===== config.mk =====
export PLATFORM = sky130hd
export DESIGN_NAME = operand2_handler
export DESIGN_NICKNAME = d
export VERILOG_FILES = /design/src/rtl/datapath_pkg.sv /design/src/rtl/imm_extender.sv /design/src/rtl/operand2_handler.sv
export SDC_FILE = /design/constraint.sdc
export NUM_CORES = 1
export LEC_CHECK = 0
export BUFFER_PORTS_ARGS = -buffer_cell sky130_fd_sc_hd__buf_2
export CAP_MARGIN = 40
export CORE_UTILIZATION = 39
export CTS_CLUSTER_SIZE = 24
export DETAILED_ROUTE_END_ITERATION = 8
export PLACE_DENSITY = 0.8
export SLEW_MARGIN = 20
export SYNTH_ARGS = -nofsm -noshare
export SYNTH_HDL_FRONTEND = slang
export SYNTH_SLANG_ARGS = --single-unit

===== constraint.sdc =====
create_clock -name clk -period 1.2 [get_ports clk]
set_clock_uncertainty 0.2 [all_clocks]
set_input_delay 0.06 -clock clk [delete_from_list [all_inputs] [get_ports clk]]
set_output_delay 0.06 -clock clk [all_outputs]
set_load 0.01 [all_outputs]

===== src/rtl/datapath_pkg.sv =====
// Shared datapath constants.
//   DATA_W / IMM_W : datapath and immediate widths
//   SEL_W          : width of the operand-2 select
//   OP2_*          : operand-2 select encodings driven by the control unit
package datapath_pkg;

    localparam int unsigned DATA_W = 32;
    localparam int unsigned IMM_W  = 16;
    localparam int unsigned SEL_W  = 3;

    localparam logic [SEL_W-1:0] OP2_PB   = 3'b000;
    localparam logic [SEL_W-1:0] OP2_HI   = 3'b001;
    localparam logic [SEL_W-1:0] OP2_LO   = 3'b010;
    localparam logic [SEL_W-1:0] OP2_PC   = 3'b011;
    localparam logic [SEL_W-1:0] OP2_SEXT = 3'b100;
    localparam logic [SEL_W-1:0] OP2_LUI  = 3'b101;
    localparam logic [SEL_W-1:0] OP2_ZEXT = 3'b110;
    localparam logic [SEL_W-1:0] OP2_ZERO = 3'b111;

endpackage


===== src/rtl/imm_extender.sv =====
// Builds the three 32-bit forms of the instruction immediate.
//   i_imm16 : instruction immediate [15:0]
//   o_sext  : sign-extended immediate
//   o_lui   : immediate in the upper half, lower half zero
//   o_zext  : zero-extended immediate
module imm_extender
    import datapath_pkg::*;
(
    input  logic [IMM_W-1:0]  i_imm16,
    output logic [DATA_W-1:0] o_sext,
    output logic [DATA_W-1:0] o_lui,
    output logic [DATA_W-1:0] o_zext
);

    assign o_sext = {{(DATA_W - IMM_W){i_imm16[IMM_W-1]}}, i_imm16};
    assign o_lui  = {i_imm16, {(DATA_W - IMM_W){1'b0}}};
    assign o_zext = {{(DATA_W - IMM_W){1'b0}}, i_imm16};

endmodule


===== src/rtl/operand2_handler.sv =====
// Registered ALU second-operand selector.
//   clk   : clock, rising edge
//   rst_n : asynchronous active-low reset, clears N
//   en    : capture enable for N
//   PB    : register file port B
//   HI/LO : special registers
//   PC    : program counter
//   imm16 : instruction immediate
//   S     : operand select (OP2_* encodings)
//   N     : selected operand, one cycle after capture
module operand2_handler
    import datapath_pkg::*;
(
    input  logic              clk,
    input  logic              rst_n,
    input  logic              en,
    input  logic [DATA_W-1:0] PB,
    input  logic [DATA_W-1:0] HI,
    input  logic [DATA_W-1:0] LO,
    input  logic [DATA_W-1:0] PC,
    input  logic [IMM_W-1:0]  imm16,
    input  logic [SEL_W-1:0]  S,
    output logic [DATA_W-1:0] N
);

    logic [DATA_W-1:0] w_sext;
    logic [DATA_W-1:0] w_lui;
    logic [DATA_W-1:0] w_zext;
    logic [DATA_W-1:0] w_sel;
    logic [DATA_W-1:0] r_n;

    imm_extender u_imm_extender (
        .i_imm16 (imm16),
        .o_sext  (w_sext),
        .o_lui   (w_lui),
        .o_zext  (w_zext)
    );

    // Default covers the reserved encoding and any unknown select: drive zero.
    always_comb begin
        w_sel = '0;
        case (S)
            OP2_PB:   w_sel = PB;
            OP2_HI:   w_sel = HI;
            OP2_LO:   w_sel = LO;
            OP2_PC:   w_sel = PC;
            OP2_SEXT: w_sel = w_sext;
            OP2_LUI:  w_sel = w_lui;
            OP2_ZEXT: w_sel = w_zext;
            default:  w_sel = '0;
        endcase
    end

    always_ff @(posedge clk or negedge rst_n) begin
        if (!rst_n) begin
            r_n <= '0;
        end else if (en) begin
            r_n <= w_sel;
        end
    end

    assign N = r_n;

endmodule


# ---- Word-level counts from Yosys, hierarchy flattened
# Index checks and enable logic that the tools add are counted.
dict set report word_totals {
  wordCells 9
  input_bits 150
  reg_bits 32
  output_inout_bits 32
}
dict set report classes {
  muxes 1
  reduce_logical 1
  n_eq_ne 6
}
# op n
set ops {}
lappend ops {{one-hot mux 32 bit (7 select lines)} 1}
lappend ops {{equality test 3 bit, second input constant} 3}
lappend ops {{equality test 3 x 2 -> 1 bit, second input constant} 2}
lappend ops {{equality test 3 x 1 -> 1 bit, second input constant} 1}
lappend ops {{zero test 3 bit} 1}

# ---- Logic depth before layout (Yosys ltp)
dict set report depth {
  depth_word 2
  ltp_mapped 7
  ltp_nobuf 4
}

# ---- By module
# A second synthesis with hierarchy kept.
dict set report unflattened {
  hier_cells 495
  area_unflattened_um2 4124.0
}
# mod seq_area_each_um2 area_per_inst_um2 instances cells_per_inst
set by_module_without_submodules {}
lappend by_module_without_submodules {operand2_handler 800.8 3399.5 1 398}
lappend by_module_without_submodules {imm_extender 0.0 724.4 1 97}

# ---- Worst setup path after synthesis
# OpenSTA, ideal clock, no wires.
dict set report synth_path {
  path_type {register to register}
  startpoint {reg N[23] (netlist name)}
  endpoint {reg r_n[23], in the netlist N[23]}
  period_less_slack_ns 1.338
  setup_time_ns 0.136
  arrival_ns 1.002
  t_required_ns 0.864
  setup_slack_ns -0.138
  stages_incl_launch_ff 4
  path_buffers 0
  path_cell_list {dfrtp_1 > and2b_1 > a2111oi_1 > nor3_1}
}
# element line
set synth_lines {}
lappend synth_lines {{to (signal assigned)} operand2_handler.sv:58} ;# r_n <= w_sel;
lappend synth_lines {{to (decl)} operand2_handler.sv:30} ;# logic [DATA_W-1:0] r_n;

==> impl_metrics.csv <==
group,metric,value,unit
logic_synthesis,synth_ff_type,"dfrtp_1",
logic_synthesis,synth_edf_count,0,
power,power_density,777,nW/um2
run_status,status,"finished, violations left",
logic_synthesis,mappedNetlistArea,2780,um2
worst_setup_path,slowest_delay,380,ps
floorplan,num_rows,30,
worst_setup_path,required,1170,ps
route,route.detailed.drc,0,
route,viasPerCell,5.40,
placed_design,hpwl,7930,um
global_route,grt_pass1_vias,3691,
logic_synthesis,synth_xor_area_frac,0,
run_status,violations,"negative hold slack, negative setup slack",
power,p_total,0.00378,W
layout,final_cell_mix,"179 x buf_2, 50 x dlygate4sd3_1, 36 x mux2i_1",
clock_tree,cts_buffers,5,
power,ir_drop,525,uV
clock_tree,clockRootBuffer,"clkbuf_8",
layout,area_growth,74.8,%
logic_synthesis,synth_compound_area_frac,0.298,
logic_synthesis,synth_cells,320,
placed_design,routabilityCongestion,0.948,
route,num_vias,3562,
clock_tree,clk_pin_slew,80,ps
floorplan,dieArea,7470,um2
sta,rsz0062_at_grt,"true",
route,drtIter0Drc,272,
sta,finalHoldViolCount,2,
sta,holdWs,-21.6,ps
floorplan,initial_core_util,0.407,
route,post_drt_wl_per_cell,17.2,um
worst_setup_path,critPathLaunchType,"flip-flop",
worst_setup_path,critPathKind,"flip-flop to flip-flop",
worst_setup_path,worstPathCellList,"and2b_1 > a2111oi_2 > nor3_1",
logic_synthesis,avgSynthCellArea,8.69,um2
floorplan,fp.dieH,86.4,um
job,cap_violations,0,
sta,slew_headroom,0.741,
route,drt-pass1-iter-count,5,
logic_synthesis,yosysSeqAreaShare,0.288,
logic_synthesis,synth_mux_area_frac,0.139,
clock_tree,clkLatencyLatePin,290,ps
clock_tree,tritoncts,"built",
clock_tree,clkSinkCount,32,
logic_synthesis,synth_top_cells_by_area,"dfrtp_1 29%, mux2i_1 13%, o22a_1 5.0%",
layout,drive_gt1_frac,0.466,
power,p_leak,2.28,nW
sta,worst_pin_slew,388,ps
logic_synthesis,synth_adder_area_share,0,
global_route,grt_max_degree,20,
logic_synthesis,synth_top_family_by_area,"compound AO/OA/AOI/OAI gates",
layout,final_common_cell,"buf_2",
logic_synthesis,ys_ff_latch,32,
hold_path,hold_class,"input port to flip-flop",
logic_synthesis,yosysTopAreaCell,"dfrtp_1",
sta,fmax,805,MHz
logic_synthesis,yosys_warnings,0,
sta,drv_slew,0,
global_route,grtUsageTotal,0.292,
route,ant_nets,0,
logic_synthesis,async_flop_share,1.00,
layout,largest_reg_flops,32,
sta,finalCriticalPeriod,1240,ps
logic_synthesis,netlist.area_leader.share,0.288,
logic_synthesis,yosys.area_share.simple,0.176,
worst_setup_path,crit_arrival,1210,ps
layout,fin_nets,713,
clock_tree,cts_buffer_depth,2,
clock_tree,cts_max_level,2,
layout,diodes,0,
floorplan,pin_count,182,
floorplan,fp.coreArea,6830,um2
logic_synthesis,synth.distinct_cells,36,
worst_setup_path,crit_fanout,3,
sta,fin_ws,-43.0,ps
worst_setup_path,critPathSlowestCell,"dfrtp_1",
sta,fin_crit_sh,1.04,
route,wl,11400,um
global_route,antenna_found_initial,0,
global_route,grt_pass1_wl,16900,um
global_route,overflow,0,
logic_synthesis,syn_nets,470,
floorplan,die_w,86.4,um
worst_setup_path,cp-end-kind,"flip-flop",
sta,setup_viol,5,
placed_design,portBuffers,181,
## metrics by stage
| stage | TNS [ps] | setup slack (ps) | std cells | instance area (um2) | util |
|---|---|---|---|---|---|
| 6_report | -122 | -43.0 | 660 | 4860 | 0.712 |
| 5_1_grt | -397 | -86.7 | 660 | 4860 | 0.712 |
| 4_1_cts | -18.7 | -8.56 | 659 | 4690 | 0.687 |
| 3_5_place_dp | -6920 | -306 | 603 | 4090 | 0.599 |
| 3_3_place_gp | -6400 | -286 | 603 | 4090 | 0.599 |
| 2_1_floorplan | -251 | -35.2 | 320 | 2940 | - |
## cells by family after synthesis
| group | count (synthesis) |
|---|---|
| AOI/OAI and AO/OA | 116 |
| buffers and inverters | 41 |
| DFF | 32 |
| muxes | 38 |
| and+or+nand+nor | 93 |
## area by class of cell
type | instances | area [um2]
fill | 535 | 1970
tap | 96 | 120
clock inverter | 2 | 10.0
multi-input combinational | 247 | 2010
sequential | 32 | 801
timing repair buffer | 269 | 1800
clock buffer | 6 | 82.6
inverter | 8 | 30.0
## worst max-delay path, delay by kind of cell, from the launching register on
| family | cells | cell delay (ps) |
|---|---|---|
| AOI/OAI and AO/OA | 1 | 240 |
| DFF | 1 | 380 |
| and+or+nand+nor | 2 | 310 |
## routing by layer
layer | wire [um] | global-route usage | part of all wire
met2 | 5940 | 0.514 | 0.52
met3 | 770 | 0.0733 | 0.068
met1 | 4280 | 0.321 | 0.38
met4 | 384 | 0.167 | 0.034
met5 | 0 | 0 | 0
## where the power goes
part	switching, W	total, W	internal, W
logic	0.000759	0.00160	0.000841
registers	0.0000694	0.00127	0.00120
clock network	0.000448	0.000906	0.000458
## Yosys cell counts, types with 7 or more instances
library cell	n
mux2i_1	36
nor2_1	20
a22oi_1	14
a21oi_1	26
o22a_1	16
buf_6	12
o21ai_0	21
nand2_1	19
dfrtp_1	32
a2111oi_1	9
inv_1	8
buf_2	10
or2_0	14
nand2b_1	13
nor2b_1	7
nor3_1	9
a2111oi_0	9
## final timing paths
kind | startpoint | end | slack, ps | cells past startpoint
setup reg to reg | N[19] | N[19] | -40 | 3
max in group asynchronous | rst_n | N[29] | 330 | 3
setup / recovery | N[19] | N[19] | -40 | 3
min in group asynchronous | rst_n | N[18] | 30 | 2
hold / removal | LO[9] | N[9] | -20 | 4
hold reg to reg | N[0] | N[0] | 300 | 1
## what timing repair did
item,in CTS,in global routing
resized for setup,2,25
hold endpoints to repair,63,2
hold buffers,48,2
setup endpoints to repair,5,18
buffers inserted,0,0
pin swaps,4,9
Note: power is estimated with default switching activity, not from simulation.
